==> config.mk <==
export PLATFORM = sky130hd
export DESIGN_NAME = hazard_ctrl
export DESIGN_NICKNAME = d
export VERILOG_FILES = /design/src/rtl/hazard_ctrl.sv
export SDC_FILE = /design/constraint.sdc
export NUM_CORES = 1
export LEC_CHECK = 0
export ABC_AREA = 1
export BUFFER_PORTS_ARGS = -buffer_cell sky130_fd_sc_hd__buf_4
export CAP_MARGIN = 15
export CELL_PAD_IN_SITES_DETAIL_PLACEMENT = 0
export CELL_PAD_IN_SITES_GLOBAL_PLACEMENT = 1
export CORE_MARGIN = 10
export CORE_UTILIZATION = 38
export CTS_CLUSTER_SIZE = 24
export DETAILED_ROUTE_END_ITERATION = 10
export PLACE_DENSITY_LB_ADDON = 0.12
export SKIP_LAST_GASP = 1
export SLEW_MARGIN = 20
export SYNTH_ARGS = -nofsm -noshare
export SYNTH_HDL_FRONTEND = slang
export SYNTH_SLANG_ARGS = --single-unit
==> constraint.sdc <==
create_clock -name clk -period 2.82 [get_ports clk]
set_input_delay 0.705 -clock clk [delete_from_list [all_inputs] [get_ports clk]]
set_output_delay 0.705 -clock clk [all_outputs]
set_load 0.05 [all_outputs]
==> src/rtl/hazard_ctrl.sv <==
// Pipeline hazard controller: operand forwarding, load-use interlock, branch flush
// and a fixed-latency freeze for multi-cycle EX operations, plus a saturating stall counter.
//
// state | meaning
// RUN   | normal issue; reacts to mult_start, load-use and branch_taken
// STALL | single cycle after a load-use bubble; load-use ignored
// MULT  | multi-cycle EX op in progress; front end frozen until cnt reaches 1
module hazard_ctrl #(
    parameter int MULT_LAT = 4,
    parameter int CNT_W    = 16
) (
    input  logic             clk,
    input  logic             rst,
    input  logic [4:0]       id_Rs,
    input  logic [4:0]       id_Rt,
    input  logic             id_uses_rt,
    input  logic [4:0]       ex_Rs,
    input  logic [4:0]       ex_Rt,
    input  logic             ex_MemRead,
    input  logic             mem_RegWrite,
    input  logic [4:0]       mem_dst,
    input  logic             wb_RegWrite,
    input  logic [4:0]       wb_dst,
    input  logic             branch_taken,
    input  logic             mult_start,
    output logic             pc_ld,
    output logic             ifid_ld,
    output logic             ifid_flush,
    output logic             idex_bubble,
    output logic             idex_hold,
    output logic [1:0]       fwdA,
    output logic [1:0]       fwdB,
    output logic             mult_busy,
    output logic [CNT_W-1:0] stall_count
);

    typedef enum logic [1:0] {RUN, STALL, MULT} state_t;

    localparam logic [7:0] MULT_INIT = 8'(MULT_LAT - 1);

    state_t     state;
    logic [7:0] cnt;
    logic       load_use;
    logic       freeze;
    logic       lu_stall;

    always_comb begin
        load_use = ex_MemRead && (ex_Rt != 5'd0) &&
                   ((ex_Rt == id_Rs) || (id_uses_rt && (ex_Rt == id_Rt)));
        freeze   = (state == MULT) || mult_start;
        lu_stall = (state == RUN) && !mult_start && load_use;
    end

    // Control outputs react in the same cycle as the hazard; reset overrides everything.
    always_comb begin
        pc_ld       = 1'b1;
        ifid_ld     = 1'b1;
        ifid_flush  = 1'b0;
        idex_bubble = 1'b0;
        idex_hold   = 1'b0;
        fwdA        = 2'b00;
        fwdB        = 2'b00;
        if (!rst) begin
            pc_ld       = 1'b0;
            ifid_ld     = 1'b0;
            idex_bubble = 1'b1;
        end else begin
            if (freeze) begin
                pc_ld     = 1'b0;
                ifid_ld   = 1'b0;
                idex_hold = 1'b1;
            end else if (lu_stall) begin
                pc_ld       = 1'b0;
                ifid_ld     = 1'b0;
                idex_bubble = 1'b1;
            end else if (branch_taken) begin
                ifid_flush = 1'b1;
            end

            if (mem_RegWrite && mem_dst != 5'd0 && mem_dst == ex_Rs)
                fwdA = 2'b10;
            else if (wb_RegWrite && wb_dst != 5'd0 && wb_dst == ex_Rs)
                fwdA = 2'b01;

            if (mem_RegWrite && mem_dst != 5'd0 && mem_dst == ex_Rt)
                fwdB = 2'b10;
            else if (wb_RegWrite && wb_dst != 5'd0 && wb_dst == ex_Rt)
                fwdB = 2'b01;
        end
    end

    assign mult_busy = (state == MULT);

    always_ff @(posedge clk or negedge rst) begin
        if (!rst) begin
            state <= RUN;
            cnt   <= 8'd0;
        end else begin
            case (state)
                MULT: begin
                    if (cnt == 8'd1)
                        state <= RUN;
                    else
                        cnt <= cnt - 8'd1;
                end
                default: begin
                    if (mult_start) begin
                        if (MULT_LAT > 1) begin
                            cnt   <= MULT_INIT;
                            state <= MULT;
                        end else begin
                            state <= RUN;
                        end
                    end else if (lu_stall) begin
                        state <= STALL;
                    end else begin
                        state <= RUN;
                    end
                end
            endcase
        end
    end

    always_ff @(posedge clk or negedge rst) begin
        if (!rst)
            stall_count <= '0;
        else if (!pc_ld && stall_count != {CNT_W{1'b1}})
            stall_count <= stall_count + CNT_W'(1);
    end

endmodule

==> flow_metrics.py <==
metrics = {
    "global_route": {
        "grt_pass1_wl_mm": 9.56,
        "grt_max_degree": 25,
        "global_route.overflow_total": 0,
        "track_usage_pct": 12.9,
        "grt_pass1_vias": 1985,
        "antenna_found_initial": 0,
    },
    "synthesis": {
        "ys_types": 30,
        "yosysSeqAreaShare_pct": 30.6,
        "netlist_area_um2": 2130,
        "synth_cells": 324,
        "synth_edf_count": 0,
        "async_flop_share_pct": 100,
        "post_synth.cell_area_avg_um2": 6.56,
        "synthesis.nets": 365,
        "ys.flop_type": "dfrtp_1",
        "synth_warnings": 0,
        "ys_seq_elements": 26,
    },
    "worst_setup_path": {
        "endpoint_kind": "output pin",
        "crit_required_ns": 2.12,
        "arrival_ns": 1.70,
        "worstPathCellList": "buf_4, buf_4, nand3_1, nor3b_2, buf_4",
        "timing.critical_path.mode_cell": "buf_4",
        "slowest_delay_ns": 0.31,
        "start_kind": "primary input",
        "cp_max_fo": 22,
        "crit_type": "primary input to output pin",
        "cp_top_family": "buffers and inverters",
        "crit_slowest_cell": "buf_4",
        "critPathBufInv": 3,
    },
    "floorplan": {
        "core-area_um2": 5470,
        "die_h_um": 94.8,
        "start_util_pct": 38.9,
        "num_rows": 27,
        "pin_count": 64,
        "die-area_um2": 8990,
        "fp.dieW_um": 94.8,
    },
    "sta": {
        "rsz0062_at_grt": "no",
        "worst_pin_slew_ns": 0.410,
        "final.setup.tns_ns": 0,
        "fmaxAchievable_ghz": 0.416,
        "period_share_pct": 85.2,
        "hold_violations": 0,
        "setup_viol": 0,
        "relSlewSlack_pct": 72.4,
        "skew_ns": 0.00414,
        "post-route-min-period_ns": 2.40,
        "slew_violations": 0,
    },
    "detailed_routing": {
        "via_per_inst": 4.63,
        "wl_met1_mm": 2.73,
        "top_layer": "met4",
        "wl_per_cell_um": 12.8,
        "detailedRoute.firstPassIterationCount": 4,
        "route.detailed.drc": 0,
        "dr_wl_met3_um": 448,
        "drtAntennaViolNets": 0,
        "drtIter0Drc": 109,
        "vias": 2125,
        "met2WireLength_mm": 2.65,
        "wl_mm": 5.85,
    },
    "power": {
        "p_leak_nw": 1.52,
        "pwr_density_cell_nw_per_um2": 301,
        "ir_worst_vdd_uv": 221,
        "power_uw": 823,
    },
    "place": {
        "dp_hpwl_mm": 4.74,
        "io_buffer_count": 63,
        "gp_congestion": 0.855,
    },
    "layout": {
        "final_net_count": 429,
        "fill_cells": 562,
        "final-seq-area_um2": 651,
        "antenna_cells": 0,
        "drive_above_1_share_pct": 23.8,
        "multi_input_area_um2": 1230,
        "syn2layout_area_growth_pct": 28.5,
    },
    "clock_tree": {
        "postCtsSetupBuffers": 0,
        "clock-sinks": 26,
        "root_buffer": "clkbuf_8",
        "path_clk_slew_ns": 0.10,
        "cts_buffers": 3,
        "clock_path_buffers": 2,
        "hold_buffers": 0,
        "cts_resized": 0,
        "htree_num_levels": 1,
        "cts_tree": "built",
        "clkLatencyLatePin_ns": 0.27,
    },
    "outcome": {
        "status": "finished clean",
    },
    "hold_path": {
        "hold_class": "primary input to async pin",
    },
    "run": {
        "maxCapViolations": 0,
    },
}
[report_power, final]
group | internal (mW) | switching, mW
Combinational | 0.0666 | 0.0703
Clock | 0.190 | 0.123
Sequential | 0.372 | 0
Total | 0.629 | 0.194
[final timing paths]
check | slack (ns) | cells after the start | endpoint | start
worst max-delay path | 0.42 | 5 | fwdA[0] | rst
worst min-delay path | 0.23 | 1 | state[0] | rst
worst max register to register | 0.96 | 10 | stall_count[10] | stall_count[0]
worst min register to register | 0.49 | 1 | cnt[4] | cnt[4]
max in group asynchronous | 2.10 | 2 | cnt[1] | rst
min in group clk | 0.49 | 1 | cnt[4] | cnt[4]
[sequential cells by signal, indices dropped and copies added, names as in the netlist]
register	count
cnt	8
stall_count	16
state	2
[synthesized netlist by cell type (3+ instances only)]
cell type / n / share of area (%)
inv_2: 9 / 1.6
nand2_1: 103 / 18
ha_1: 3 / 1.8
nand3_1: 33 / 7.8
nor2_1: 35 / 6.2
o21ai_0: 7 / 1.6
buf_6: 3 / 1.6
nand4_1: 6 / 1.8
nor3_1: 8 / 1.9
dfrtp_1: 26 / 31
inv_1: 44 / 7.8
xor2_1: 9 / 3.7
xnor2_1: 13 / 5.4
[layout by cell type, fill, tap and decap left out]
cell / n
o21ai_0: 7
a21oi_1: 2
nand2_2: 2
nand2_4: 1
clkbuf_8: 3
and3_1: 2
buf_4: 65
nor3b_2: 1
nor2_2: 2
nor3_1: 8
a211oi_1: 1
nor3_4: 1
or2_2: 2
xnor2_1: 13
nand3_1: 33
nand4_1: 6
inv_2: 9
nand3_4: 1
nand2_8: 2
nor2_1: 34
o211ai_1: 1
nand2_1: 103
xor2_1: 9
ha_1: 3
bufinv_16: 1
o22ai_1: 2
dfrtp_1: 26
nor3_2: 2
or2_1: 1
inv_1: 44
[through the flow]
stage	worst slack, ns	hold slack [ns]	std cells	cell area [um2]	util [%]
after floorplan	0.0391	0.409	324	2130	-
after global placement	0.394	0.475	455	2660	48.6
after detailed placement	0.362	0.491	455	2660	48.6
after CTS	0.364	0.221	459	2730	49.9
after global routing	0.311	0.216	459	2730	49.9
final	0.418	0.232	459	2730	49.9
[area by class of cell]
cell class              instances  area share (%)
repair buffers                 65            17.9
flip-flops and latches         26            23.8
clock buffers                   3            1.51
well taps                      72            3.30
multi-input cells             239            45.1
clock inverters                 1            1.10
inverters                      53            7.28
[cell families after synthesis]
logic type | after synthesis | share of synthesized area (%)
AOI/OAI and AO/OA | 13 | 3.41
and+or+nand+nor | 201 | 43.4
xor gates and xnor gates | 22 | 9.06
buffers and inverters | 59 | 11.8
DFF | 26 | 30.6
adders and majority gates | 3 | 1.76
[routing by layer]
| layer | global-route usage (%) | vias up |
|---|---|---|
| met2 | 20.5 | 54 |
| met1 | 17.4 | 942 |
| met3 | 3.17 | 2 |
| met5 | 0 | - |
| met4 | 2.62 | 0 |
| li1 | - | 1127 |
Power figures use the tool's default switching activity.
